<file path="src/rtl/disp_pkg.sv">
// Shared display constants for the digit scan path and its segment decoders.
package disp_pkg;

  localparam int unsigned DIGIT_W      = 4;
  localparam logic        AN_OFF       = 1'b1;
  localparam int unsigned DEF_N_DIGITS = 4;
  localparam int unsigned DEF_SCAN_DIV = 50000;
  localparam int unsigned DEF_DIV_W    = 16;

endpackage

</file>
<file path="src/rtl/digit_scan_mux_prescaler.sv">
// Slot-rate prescaler: counts 0..SCAN_DIV-1 and flags the last count as a tick.
module scan_prescaler #(
  parameter int unsigned SCAN_DIV = 50000,
  parameter int unsigned DIV_W    = 16
) (
  input  logic i_clk,
  input  logic i_rst_n,
  output logic o_tick
);

  logic [DIV_W-1:0] r_count;

  assign o_tick = (r_count == DIV_W'(SCAN_DIV - 1));

  // Free-running wrap counter
  always_ff @(posedge i_clk or negedge i_rst_n) begin
    if (!i_rst_n) begin
      r_count <= '0;
    end else if (o_tick) begin
      r_count <= '0;
    end else begin
      r_count <= r_count + 1'b1;
    end
  end

endmodule

</file>
<file path="src/rtl/digit_scan_mux.sv">
// Time-multiplexes N_DIGITS 4-bit codes onto a shared code bus with active-low
// digit enables, double-buffered loads and optional leading-zero blanking.
module digit_scan_mux
  import disp_pkg::*;
#(
  parameter int unsigned N_DIGITS = DEF_N_DIGITS,
  parameter int unsigned SCAN_DIV = DEF_SCAN_DIV,
  parameter int unsigned DIV_W    = DEF_DIV_W
) (
  input  logic                         clk,
  input  logic                         rst_n,
  input  logic                         load,
  input  logic [DIGIT_W*N_DIGITS-1:0]  digits_in,
  input  logic                         blank_lz,
  output logic [DIGIT_W-1:0]           digit_code,
  output logic [N_DIGITS-1:0]          an_n,
  output logic                         frame_done,
  output logic                         pending
);

  localparam int unsigned IDX_W = $clog2(N_DIGITS);
  localparam int unsigned BUS_W = DIGIT_W * N_DIGITS;

  logic                 w_tick;
  logic                 w_boundary;
  logic                 r_run;
  logic                 r_tick_d;
  logic [IDX_W-1:0]     r_idx;
  logic [BUS_W-1:0]     r_shadow;
  logic [BUS_W-1:0]     r_active;
  logic [N_DIGITS-1:0]  w_blank;
  logic [N_DIGITS-1:0]  w_sel_n;
  logic [DIGIT_W-1:0]   w_cur;
  logic                 w_zero_above;

  scan_prescaler #(
    .SCAN_DIV (SCAN_DIV),
    .DIV_W    (DIV_W)
  ) u_prescaler (
    .i_clk   (clk),
    .i_rst_n (rst_n),
    .o_tick  (w_tick)
  );

  assign w_boundary = w_tick && r_run && (r_idx == IDX_W'(N_DIGITS - 1));
  assign frame_done = w_boundary;
  assign w_cur      = r_active[DIGIT_W*r_idx +: DIGIT_W];
  assign w_sel_n    = ~(N_DIGITS'(1) << r_idx);

  // Slot index; the very first tick after reset opens slot 0 instead of advancing
  always_ff @(posedge clk or negedge rst_n) begin
    if (!rst_n) begin
      r_idx    <= '0;
      r_run    <= 1'b0;
      r_tick_d <= 1'b0;
    end else begin
      r_tick_d <= w_tick;
      if (w_tick) begin
        if (!r_run) begin
          r_run <= 1'b1;
        end else if (r_idx == IDX_W'(N_DIGITS - 1)) begin
          r_idx <= '0;
        end else begin
          r_idx <= r_idx + 1'b1;
        end
      end
    end
  end

  // Double buffer: a load on the boundary cycle bypasses the shadow so no stale frame is shown
  always_ff @(posedge clk or negedge rst_n) begin
    if (!rst_n) begin
      r_shadow <= '0;
      r_active <= '0;
      pending  <= 1'b0;
    end else if (w_boundary) begin
      if (load) begin
        r_active <= digits_in;
        r_shadow <= digits_in;
      end else if (pending) begin
        r_active <= r_shadow;
      end
      pending <= 1'b0;
    end else if (load) begin
      r_shadow <= digits_in;
      pending  <= 1'b1;
    end
  end

  // Leading-zero mask: digit k blanks when it and every digit above it are zero; digit 0 never
  always_comb begin
    w_blank      = '0;
    w_zero_above = 1'b1;
    for (int unsigned i = N_DIGITS - 1; i >= 1; i--) begin
      w_zero_above = w_zero_above && (r_active[DIGIT_W*i +: DIGIT_W] == '0);
      w_blank[i]   = w_zero_above;
    end
  end

  // Output registers: dead time on tick, then enable the selected digit one cycle later
  always_ff @(posedge clk or negedge rst_n) begin
    if (!rst_n) begin
      digit_code <= '0;
      an_n       <= {N_DIGITS{AN_OFF}};
    end else if (w_tick) begin
      an_n <= {N_DIGITS{AN_OFF}};
    end else if (r_tick_d) begin
      digit_code <= w_cur;
      an_n       <= (blank_lz && w_blank[r_idx]) ? {N_DIGITS{AN_OFF}} : w_sel_n;
    end
  end

endmodule
</file>
<file path="config.mk">
export PLATFORM = sky130hd
export DESIGN_NAME = digit_scan_mux
export DESIGN_NICKNAME = d
export VERILOG_FILES = /design/src/rtl/disp_pkg.sv /design/src/rtl/digit_scan_mux_prescaler.sv /design/src/rtl/digit_scan_mux.sv
export SDC_FILE = /design/constraint.sdc
export NUM_CORES = 1
export LEC_CHECK = 0
export CAP_MARGIN = 0
export CORE_UTILIZATION = 55
export DETAILED_ROUTE_END_ITERATION = 7
export PLACE_DENSITY_LB_ADDON = 0.3
export SYNTH_ARGS = -nofsm -noshare
export SYNTH_HDL_FRONTEND = slang
export SYNTH_SLANG_ARGS = --single-unit
</file>
<file path="constraint.sdc">
create_clock -name clk -period 3.2 [get_ports clk]
set_input_delay 0.32 -clock clk [delete_from_list [all_inputs] [get_ports clk]]
set_output_delay 0.32 -clock clk [all_outputs]
set_load 0.02 [all_outputs]
</file>
; ---- Word-level counts from Yosys, hierarchy flattened
; Cells that the tools add are included.
[totals]
ff_bits = 61
[classes]
n_eq_ne = 2
order_cmp = 1
addsub = 2
reduce_logical = 14
shifts = 2
n_bitwise = 2
muxes = 11
[op_table]
columns = op, count
row1 = 16-bit 2-to-1 mux, 3
row2 = 16-bit by 1-bit adder with 16-bit output (second input constant), 1
row3 = 16-bit == test (second input constant), 1
row4 = 16-bit by 5-bit variable part select with 4-bit output, 1
row5 = 4-bit zero test, 3
row6 = 4-bit 2-to-1 mux, 3
row7 = 2-bit AND reduction, 3
row8 = 2-bit nonzero test, 3
row9 = 1-bit logical AND, 5
row10 = 4-bit inverter, 1
row11 = 1-bit by 2-bit left shift with 4-bit output (first input constant), 1
row12 = 2-bit by 3-bit < comparator with 1-bit output (second input constant), 1
row13 = 1-bit 2-to-1 mux, 3
row14 = 2-bit by 1-bit adder with 2-bit output (second input constant), 1
row15 = 1-bit binary-select mux with 2-bit select, 1
row16 = 2-bit == test (second input constant), 1
row17 = 2-bit 2-to-1 mux, 1
row18 = 1-bit inverter, 1

; ---- Longest topological paths before layout
; Gate-level depths: netlist of the first run.
[depth]
depth_word = 9
depth_mapped = 7
depth_no_buf = 5

; ---- By module
; From an unflattened synthesis of the first run, not the netlist that was laid out.
[hier_totals]
cells_unflattened = 188
hier_area_um2 = 2703.8
[by_module_without_submodules]
columns = module, area_per_inst_um2, cells_per_inst, n_inst
row1 = digit_scan_mux, 1941.9, 121, 1
row2 = scan_prescaler, 762.0, 67, 1

; ---- Worst setup path after synthesis of the first run
; No wires, ideal clock.
[synth_timing]
path_type = register -> register
from = register u_prescaler.r_count[4]
to = register r_active[0]
synth_period_minus_slack_ns = 2.228
t_arrival_ns = 2.100
slack_ns = 0.972
path_buffers = 2
stages_incl_launch_ff = 7
setup_ns = 0.127
t_required_ns = 3.073
cell_sequence = dfrtp_1 or4b_1 nor4_4 and4b_1 buf_4 buf_6 mux2_1
[synth_between]
elab_chain_len = 4
[synth_rtl]
columns = element, line_no
row1 = "start, declared", digit_scan_mux_prescaler.sv:11  ; logic [DIV_W-1:0] r_count;
row2 = "start signal, assigned", digit_scan_mux_prescaler.sv:22  ; r_count <= r_count + 1'b1;
row3 = 16-bit == test, digit_scan_mux_prescaler.sv:13  ; assign o_tick = (r_count == DIV_W'(SCAN_DIV - 1));
row4 = 1-bit logical AND (2 in a row), digit_scan_mux.sv:45  ; assign w_boundary = w_tick && r_run && (r_idx == IDX_W'(N_DIGITS - 1));
row5 = 2-bit AND reduction (no line), -
row6 = "end signal, assigned", digit_scan_mux.sv:78  ; r_active <= digits_in;
row7 = "end signal, assigned", digit_scan_mux.sv:81  ; r_active <= r_shadow;
row8 = "end, declared", digit_scan_mux.sv:30  ; logic [BUS_W-1:0] r_active;
; Every way passes these cells.
; A chain may end at the register's enable or synchronous reset.

; ---- Worst setup path after layout of the first run
[layout_timing]
from = register u_prescaler.r_count[4]
to = output frame_done
[layout_between]
elab_chain_len = 3
[layout_rtl]
columns = element, line_no
row1 = 16-bit == test, digit_scan_mux_prescaler.sv:13
row2 = 1-bit logical AND (2 in a row), digit_scan_mux.sv:45
row3 = "end, declared", digit_scan_mux.sv:17  ; output logic frame_done,
; Every way passes these cells.

==> results.py, run 1 <==
metrics = {
    "run_status": {
        "outcome": "finished clean",
    },
    "power": {
        "cellLeakagePower_uw": 0.00150,
        "vdd_ir_drop_max_mv": 0.428,
        "p_per_area_mw_per_mm2": 521,
    },
    "routing": {
        "ant_nets": 0,
        "vias": 1656,
        "drtIter0Drc": 120,
        "firstDrtPassIters": 4,
        "wl_per_cell_um": 15.2,
        "route.detailed.drc": 0,
        "avgViaCountPerCell": 5.36,
        "routed_wl_mm": 4.69,
    },
    "critical_path": {
        "reg2reg_from": "u_prescaler.r_count[4]",
        "cp_slowest_stage_delay_ns": 0.61,
        "crit_path_cell_trace": "or4b_1, nor4_4, and3_1, clkdlybuf4s50_1",
        "slowest_stage": "clkdlybuf4s50_1",
        "cp_top_family": "simple AND/OR/NAND/NOR gates",
        "crit_start": "u_prescaler.r_count[4]",
        "cp-end-kind": "output pin",
        "path_buf_inv": 1,
        "arrival_ns": 2.38,
        "worst-setup-path-type": "flop to output pin",
        "worstSetupStartpointType": "flop",
        "crit_fanout": 4,
        "worstPathRequired_ns": 2.88,
    },
    "grt": {
        "grt.busiest_layer": "met1",
        "grt_pass1_wl_mm": 7.93,
        "gr-usage-met1": 0.317,
        "met3_usage": 0.0520,
        "grt.overflow.total": 0,
        "use_met2": 0.280,
        "antenna_found_initial": 0,
        "grt_usage": 0.211,
        "grt_max_degree": 37,
        "first_global_vias": 1612,
    },
    "sta": {
        "layout_min_cycle_time_ns": 2.70,
        "tightest_slew_ns": 0.617,
        "setup-violations-final": 0,
        "fmax_mhz": 371,
        "min_period_over_period": 0.843,
        "clock_skew_ns": 0.00787,
        "fin_ws_ns": 0.502,
        "drv_slew": 0,
        "slew_headroom": 0.585,
        "grt_setup_unrepaired": "no",
        "hold_viol": 0,
        "tns_ns": 0,
    },
    "final_layout": {
        "fill_cells": 335,
        "multi_input_area_mm2": 0.00110,
        "area_growth_pct": 22.8,
        "n_antenna_cell": 0,
        "fin_util": 0.697,
        "fin_nets": 263,
        "fin_area_mm2": 0.00329,
        "stdcell_count": 309,
        "layout-drive-gt1-share": 0.215,
        "seq_area_mm2": 0.00153,
    },
    "yosys": {
        "synth_top_area_frac": 0.531,
        "synthTopCellsByCount": "dfrtp_1, mux2_2, mux2_1",
        "avgSynthCellArea_um2": 13.3,
        "yosys_warnings": 0,
        "synth_nets": 227,
        "yosysTopAreaCell": "dfrtp_1",
        "yosysSeqAreaShare": 0.571,
        "synth_area_leaders": "dfrtp_1, mux2_2, mux2_1, dfstp_2, mux4_2",
        "syn_inst": 202,
        "synth.most_common_cell": "dfrtp_1",
        "synth_cell_types": 35,
        "synth_edf_count": 0,
        "synth-main-ff-cell": "dfrtp_1",
        "ys_async_sr_fraction": 1.00,
        "synth-seq-cells": 61,
        "synthesis.area_mm2": 0.00268,
    },
    "cts": {
        "cts_buffer_depth": 2,
        "cts_tree": "built",
        "cts_sinks": 61,
        "htreeDepth": 3,
        "clk_pin_slew_ns": 0.06,
        "clock_latency_ns": 0.34,
        "cts_root_buf": "clkbuf_8",
        "post_cts_buffers": 0,
        "cts_made_buffers": 9,
    },
    "die": {
        "ios": 30,
        "dieArea_mm2": 0.00516,
        "die_height_um": 71.9,
        "start_util": 0.568,
        "die_w_um": 71.9,
        "core_mm2": 0.00472,
        "rows": 25,
    },
    "placed_design": {
        "finalWeightedCongestion": 0.773,
        "placed_area_mm2": 0.00304,
        "post-dp-hpwl_mm": 3.16,
        "post-place-ws_ns": 0.752,
        "place.port_buffers": 29,
        "place_inst": 293,
    },
    "hold_path": {
        "hp-class": "flop to flop",
        "min_from": "u_prescaler.r_count[0]",
    },
    "run": {
        "max-cap-violations": 0,
    },
}
-- layer usage --
metal	vias to the layer above	wire length, µm
met3	11	209
li1	794	-
met1	813	2360
met2	38	2000
met5	-	0
met4	0	119
-- state kept, by name (all words and copies together) (netlist names) --
| name | flops |
|---|---|
| r_active | 16 |
| r_shadow | 16 |
| u_prescaler.r_count | 16 |
| an_n | 4 |
| digit_code | 4 |
| r_idx | 2 |
| pending | 1 |
| r_run | 1 |
| r_tick_d | 1 |
-- through the flow --
step	hold slack (ns)	power (µW)
floorplan	0.0244	837
global placement	0.339	881
detailed placement	0.349	884
CTS	0.463	1730
global route	0.483	1770
finish	0.460	1720
-- final timing paths --
path | to | slack [ns] | cells past startpoint
worst max register to register | r_active[0] | 0.77 | 6
max in group asynchronous | u_prescaler.r_count[7] | 1.84 | 3
worst min-delay path | u_prescaler.r_count[0] | 0.46 | 1
worst max-delay path | frame_done | 0.50 | 4
min in group asynchronous | r_shadow[1] | 0.50 | 2
worst min register to register | u_prescaler.r_count[0] | 0.46 | 1
-- area by class of cell --
cell class / count / area share
clock buffer: 11 / 0.0460
timing repair buffer: 34 / 0.0987
multi-input combinational: 130 / 0.334
inverter: 2 / 0.00228
clock inverter: 4 / 0.0289
sequential: 61 / 0.465
tap: 67 / 0.0254
-- where the power goes --
| part | leakage [µW] | internal [µW] | switching, µW | total [µW] |
|---|---|---|---|---|
| clock | 0.000125 | 554 | 292 | 847 |
| sequential | 0.000782 | 791 | 4.95 | 796 |
| combinational | 0.000588 | 40.3 | 32.3 | 72.6 |
| total | 0.00150 | 1390 | 330 | 1720 |
-- cell families after synthesis --
group           after synthesis  share of synthesized area
buf+inv                      11                     0.0196
xor+xnor                     12                     0.0392
compound gates                8                     0.0186
fa+ha+maj                     5                     0.0233
flops                        61                      0.571
simple gates                 63                      0.136
mux                          42                      0.193
-- repair_timing --
action / in CTS / in global routing
hold buffers: 1 / 0
endpoints found under the setup margin: 0 / 0
gates resized for setup: 0 / 0
endpoints found under the hold margin: 21 / 0
-- cells in the final DEF, fill, tap and decap left out, types with 2 or more instances in the layout --
cell	instances
dfrtp_1	57
clkdlybuf4s50_1	28
mux2_2	22
mux2_1	16
nor2_1	13
clkbuf_8	11
nand2_1	10
xor2_1	8
nor3_1	6
nand3_1	5
nand4_1	5
nor4_1	5
ha_1	5
xnor2_1	4
mux4_2	4
dfstp_2	4
buf_4	4
and4_1	3
and2_1	3
o21ai_0	3
a211oi_1	3
bufinv_16	3
nand4bb_1	2
and3_1	2
inv_1	2
nand2b_1	2
(Power assumes the default switching activity.)
==> run 2: changes to the inputs <==
clock period = 2.75 ns   (was 3.2 ns; I/O delays follow)
==> run 2 against run 1 <==
- clock skew is 0.0010 ns higher
- register-to-register slack lost 0.30 ns
- clock power is 9.2% lower
- total power grew 3.8%
- critical endpoint unchanged
==> results.py, run 2 (synthesis results as in run 1) <==
metrics = {
    "cts": {
        "post_cts_buffers": 0,
        "htreeDepth": 3,
        "cts_made_buffers": 9,
        "cts_buffer_depth": 2,
        "cts_root_buf": "clkbuf_8",
        "cts_tree": "built",
        "cts_sinks": 61,
        "clk_pin_slew_ns": 0.07,
        "clock_latency_ns": 0.34,
    },
    "final_layout": {
        "seq_area_mm2": 0.00153,
        "n_antenna_cell": 0,
        "layout-drive-gt1-share": 0.217,
        "final_common_cell": "dfrtp_1",
        "stdcell_count": 311,
        "fill_cells": 342,
        "fin_nets": 264,
        "multi_input_area_mm2": 0.00110,
        "reg_top3": "r_active (16), r_shadow (16), u_prescaler.r_count (16)",
        "area_growth_pct": 21.1,
        "layout_common_cells": "dfrtp_1, clkdlybuf4s50_1, mux2_2, mux2_1, nor2_1",
        "fin_area_mm2": 0.00325,
    },
    "routing": {
        "wl_per_cell_um": 14.9,
        "firstDrtPassIters": 4,
        "drtIter0Drc": 71,
        "avgViaCountPerCell": 5.37,
        "vias": 1671,
        "ant_nets": 0,
        "route.detailed.drc": 0,
        "routed_wl_mm": 4.65,
    },
    "placed_design": {
        "placed_area_mm2": 0.00305,
        "place_inst": 294,
        "place.port_buffers": 29,
        "post-dp-hpwl_mm": 3.21,
        "finalWeightedCongestion": 0.811,
    },
    "sta": {
        "clock_skew_ns": 0.00892,
        "hold_viol": 0,
        "hold_slack_ns": 0.340,
        "drv_slew": 0,
        "min_period_over_period": 0.840,
        "grt_setup_unrepaired": "no",
        "setup-violations-final": 0,
        "slew_headroom": 0.619,
        "fmax_mhz": 433,
        "layout_min_cycle_time_ns": 2.31,
        "tns_ns": 0,
        "tightest_slew_ns": 0.566,
    },
    "critical_path": {
        "worstPathRequired_ns": 2.48,
        "reg2reg_depth": 5,
        "worst-setup-path-type": "flop to output pin",
        "arrival_ns": 2.03,
        "worstSetupStartpointType": "flop",
        "crit_fanout": 4,
        "cp-end-kind": "output pin",
    },
    "grt": {
        "grt_pass1_wl_mm": 7.94,
        "grt_usage": 0.209,
        "antenna_found_initial": 0,
        "first_global_vias": 1661,
        "grt.overflow.total": 0,
        "grt_max_degree": 34,
    },
    "die": {
        "rows": 25,
        "die_height_um": 71.9,
        "start_util": 0.568,
        "core_mm2": 0.00472,
        "ios": 30,
        "die_w_um": 71.9,
        "dieArea_mm2": 0.00516,
    },
    "power": {
        "report.power.total_uw": 1780,
        "p_per_area_mw_per_mm2": 548,
        "vdd_ir_drop_max_mv": 0.389,
        "cellLeakagePower_uw": 0.00149,
    },
    "run_status": {
        "outcome": "finished clean",
    },
    "hold_path": {
        "hp-class": "primary input to asynchronous set/reset pin",
    },
    "run": {
        "max-cap-violations": 0,
    },
}
[run 2: metal layers]
metal / vias to the layer above / global-route usage / share of wire
met5: - / 0 / 0
met4: 0 / 0.0719 / 0.0092
met3: 6 / 0.0759 / 0.039
met2: 35 / 0.278 / 0.43
met1: 828 / 0.315 / 0.52
li1: 802 / - / -
[run 2: cell type report]
cell class	count	area share
multi-input combinational	130	0.338
timing repair buffer	35	0.103
tap	67	0.0258
clock buffer	10	0.0393
inverter	2	0.00231
sequential	61	0.471
clock inverter	6	0.0196
[run 2: final timing paths]
check	start	to	slack (ns)
setup / recovery	u_prescaler.r_count[4]	frame_done	0.44
hold / removal	rst_n	u_prescaler.r_count[8]	0.34
setup reg to reg	u_prescaler.r_count[4]	digit_code[2]	0.47
hold reg to reg	u_prescaler.r_count[0]	u_prescaler.r_count[0]	0.45
max in group asynchronous	rst_n	digit_code[2]	1.71
min in group clk	u_prescaler.r_count[0]	u_prescaler.r_count[0]	0.45
[run 2: critical path, cell delays in order (launching register included)]
cell            delay, ns
dfrtp_1              0.41
or4b_1               0.58
nor4_4               0.27
and3_1               0.21
dlymetal6s2s_1       0.23
[run 2: where the power goes]
part / internal [µW] / switching, µW
logic: 47.8 / 37.4
registers: 921 / 5.83
clock network: 416 / 352
[run 2: repair_timing]
action	CTS	global route
endpoints found under the hold margin	6	0
resized for setup	0	1
hold buffers	1	0
setup endpoints to repair	0	1
[run 2: stage by stage]
step                setup slack, ns  utilization
detailed placement            0.440        0.645
CTS                          0.0684        0.687
finish                        0.441        0.688
global placement              0.453        0.645
floorplan                     0.522            -
global route                  0.335        0.688
==> run 3: changes to the inputs <==
CORE_UTILIZATION = 50   (was 55)
clock period = 1.9 ns   (was 2.75 ns; I/O delays follow)
==> run 3 against run 2 <==
- the run now ends with negative setup slack left
- total power up 48%
- global-route usage up 0.32 points
- final area up 11%
- flip-flop and latch count unchanged
- cell count up 9.6%
- clock-buffer cell count up 4
- die area up 9.7%
- register-to-register slack worse by 0.68 ns
- worst hold slack better by 0.051 ns
- sequential power up 45%
- first-iteration DRC count up 2.8%
- sequential share of layout area down 4.5 points
- critical endpoint is now r_active[8]
- largest cell class unchanged
- largest power group unchanged
- highest routed layer unchanged
==> results.py, run 3 (synthesis results as in run 1) <==
metrics = {
    "grt": {
        "first_global_vias": 1743,
        "antenna_found_initial": 0,
        "grt_max_degree": 62,
        "grt_usage": 0.212,
        "grt.overflow.total": 0,
        "grt_pass1_wl_mm": 8.36,
    },
    "cts": {
        "cts_buffer_depth": 2,
        "cts_tree": "built",
        "htreeDepth": 3,
        "cts_sinks": 61,
        "clock_latency_ns": 0.34,
        "cts_made_buffers": 9,
        "clk_pin_slew_ns": 0.06,
        "cts_root_buf": "clkbuf_8",
    },
    "placed_design": {
        "place.port_buffers": 29,
        "post-dp-hpwl_mm": 3.52,
        "post-place-ws_ns": -0.271,
        "place_inst": 317,
        "placed_area_mm2": 0.00324,
        "finalWeightedCongestion": 0.786,
    },
    "routing": {
        "routed_wl_mm": 5.33,
        "wl_per_cell_um": 15.6,
        "ant_nets": 0,
        "drtIter0Drc": 73,
        "vias": 1773,
        "avgViaCountPerCell": 5.20,
        "firstDrtPassIters": 4,
        "route.detailed.drc": 0,
    },
    "sta": {
        "layout_min_cycle_time_ns": 2.11,
        "tightest_slew_ns": 0.906,
        "fin_ws_ns": -0.213,
        "grt_setup_unrepaired": "yes",
        "clock_skew_ns": 0.0116,
        "hold_viol": 0,
        "slew_headroom": 0.390,
        "setup-violations-final": 26,
        "min_period_over_period": 1.11,
        "fmax_mhz": 473,
        "tns_ns": -4.15,
        "drv_slew": 0,
    },
    "final_layout": {
        "reg_top3": "r_active (16), r_shadow (16), u_prescaler.r_count (16)",
        "layout_common_cells": "dfrtp_1, clkdlybuf4s50_1, buf_4, mux2_2, nor2_1",
        "fin_nets": 291,
        "layout-drive-gt1-share": 0.354,
        "fin_area_mm2": 0.00360,
        "n_antenna_cell": 0,
        "fill_cells": 395,
        "stdcell_count": 341,
        "multi_input_area_mm2": 0.00120,
        "area_growth_pct": 34.0,
        "fin_util": 0.700,
        "final_common_cell": "dfrtp_1",
        "seq_area_mm2": 0.00153,
    },
    "critical_path": {
        "cp-end-kind": "flop",
        "cp_slowest_stage_delay_ns": 0.55,
        "arrival_ns": 2.33,
        "crit_fanout": 16,
        "worstPathRequired_ns": 2.12,
        "worstSetupStartpointType": "flop",
        "worst-setup-path-type": "flop to flop",
        "reg2reg_from": "u_prescaler.r_count[10]",
        "slowest_stage": "or4b_4",
        "crit_path_cell_trace": "or4b_4, nor4_4, and4b_1, buf_12, mux2_1",
        "r2r_slack_ns": -0.21,
        "worstReg2RegEnd": "r_active[8]",
        "reg2reg_depth": 5,
        "setup.worst_path.end": "r_active[8]",
        "crit_start": "u_prescaler.r_count[10]",
    },
    "die": {
        "ios": 30,
        "start_util": 0.522,
        "core_mm2": 0.00514,
        "dieArea_mm2": 0.00566,
        "die_w_um": 75.3,
        "die_height_um": 75.3,
        "rows": 26,
    },
    "hold_path": {
        "hp-class": "primary input to asynchronous set/reset pin",
    },
    "run": {
        "max-cap-violations": 0,
    },
    "power": {
        "vdd_ir_drop_max_mv": 0.583,
        "p_per_area_mw_per_mm2": 734,
        "cellLeakagePower_uw": 0.00165,
    },
    "run_status": {
        "violations": "negative setup slack",
        "outcome": "finished, violations left",
    },
}
run 3: cell count changes in the layout (fill, tap and decap cells not counted), moves of 2 or more:
cell,before,now
buf_4,5,26
clkbuf_1,1,3
a211oi_1,3,0
mux2_2,22,18
a211oi_2,0,3
buf_6,0,4
mux2_1,16,10
clkbuf_8,9,11
mux2_4,0,10
nor3_1,6,3
buf_12,0,2
clkinvlp_4,2,0
nor3_2,0,3
run 3: worst min path at each step:
stage                      from  cells after the start  slack (ns)                 endpoint
after detailed placement  rst_n                      2        0.22  u_prescaler.r_count[12]
final                     rst_n                      3        0.39  u_prescaler.r_count[15]
after global placement    rst_n                      2        0.22  u_prescaler.r_count[15]
after global routing      rst_n                      3        0.45   u_prescaler.r_count[8]
after CTS                 rst_n                      3        0.40              r_shadow[6]
after floorplan           rst_n                      0       -0.11            digit_code[0]
run 3: through the flow:
stage	total power, µW	hold slack [ns]
after global routing	2730	0.448
after floorplan	1410	-0.106
after detailed placement	1490	0.219
after global placement	1490	0.222
final	2640	0.391
after CTS	2640	0.395
run 3: area by class of cell:
type / count / area share
Clock buffer: 14 / 0.0452
Clock inverter: 2 / 0.00974
Inverter: 2 / 0.00209
Multi-Input combinational cell: 130 / 0.334
Sequential cell: 61 / 0.426
Tap cell: 70 / 0.0244
Timing Repair Buffer: 62 / 0.159
run 3: worst max-delay path, delay by kind of cell (launching register included):
| kind | cells | cell delay [ns] |
|---|---|---|
| buffers and inverters | 1 | 0.17 |
| DFF | 1 | 0.37 |
| muxes | 1 | 0.34 |
| and+or+nand+nor | 3 | 1.11 |
run 3: power breakdown:
part	internal, µW	switching (µW)
Sequential	1330	7.46
Clock	677	492
Combinational	74.1	56.6
Total	2080	556
run 3: what timing repair did:
action / 4_1_cts / 5_1_grt
gates resized for setup: 14 / 16
endpoints found under the setup margin: 23 / 27
cloned: 1 / 1
hold buffers: 1 / 0
endpoints found under the hold margin: 57 / 0
pin swaps: 3 / 4
buffers inserted: 4 / 2
run 3: per-layer routing:
layer	share of wire	GRT usage	routed length (µm)
met1	0.46	0.291	2480
met2	0.49	0.314	2580
met3	0.033	0.0482	177
met4	0.017	0.117	88
met5	0	0	0
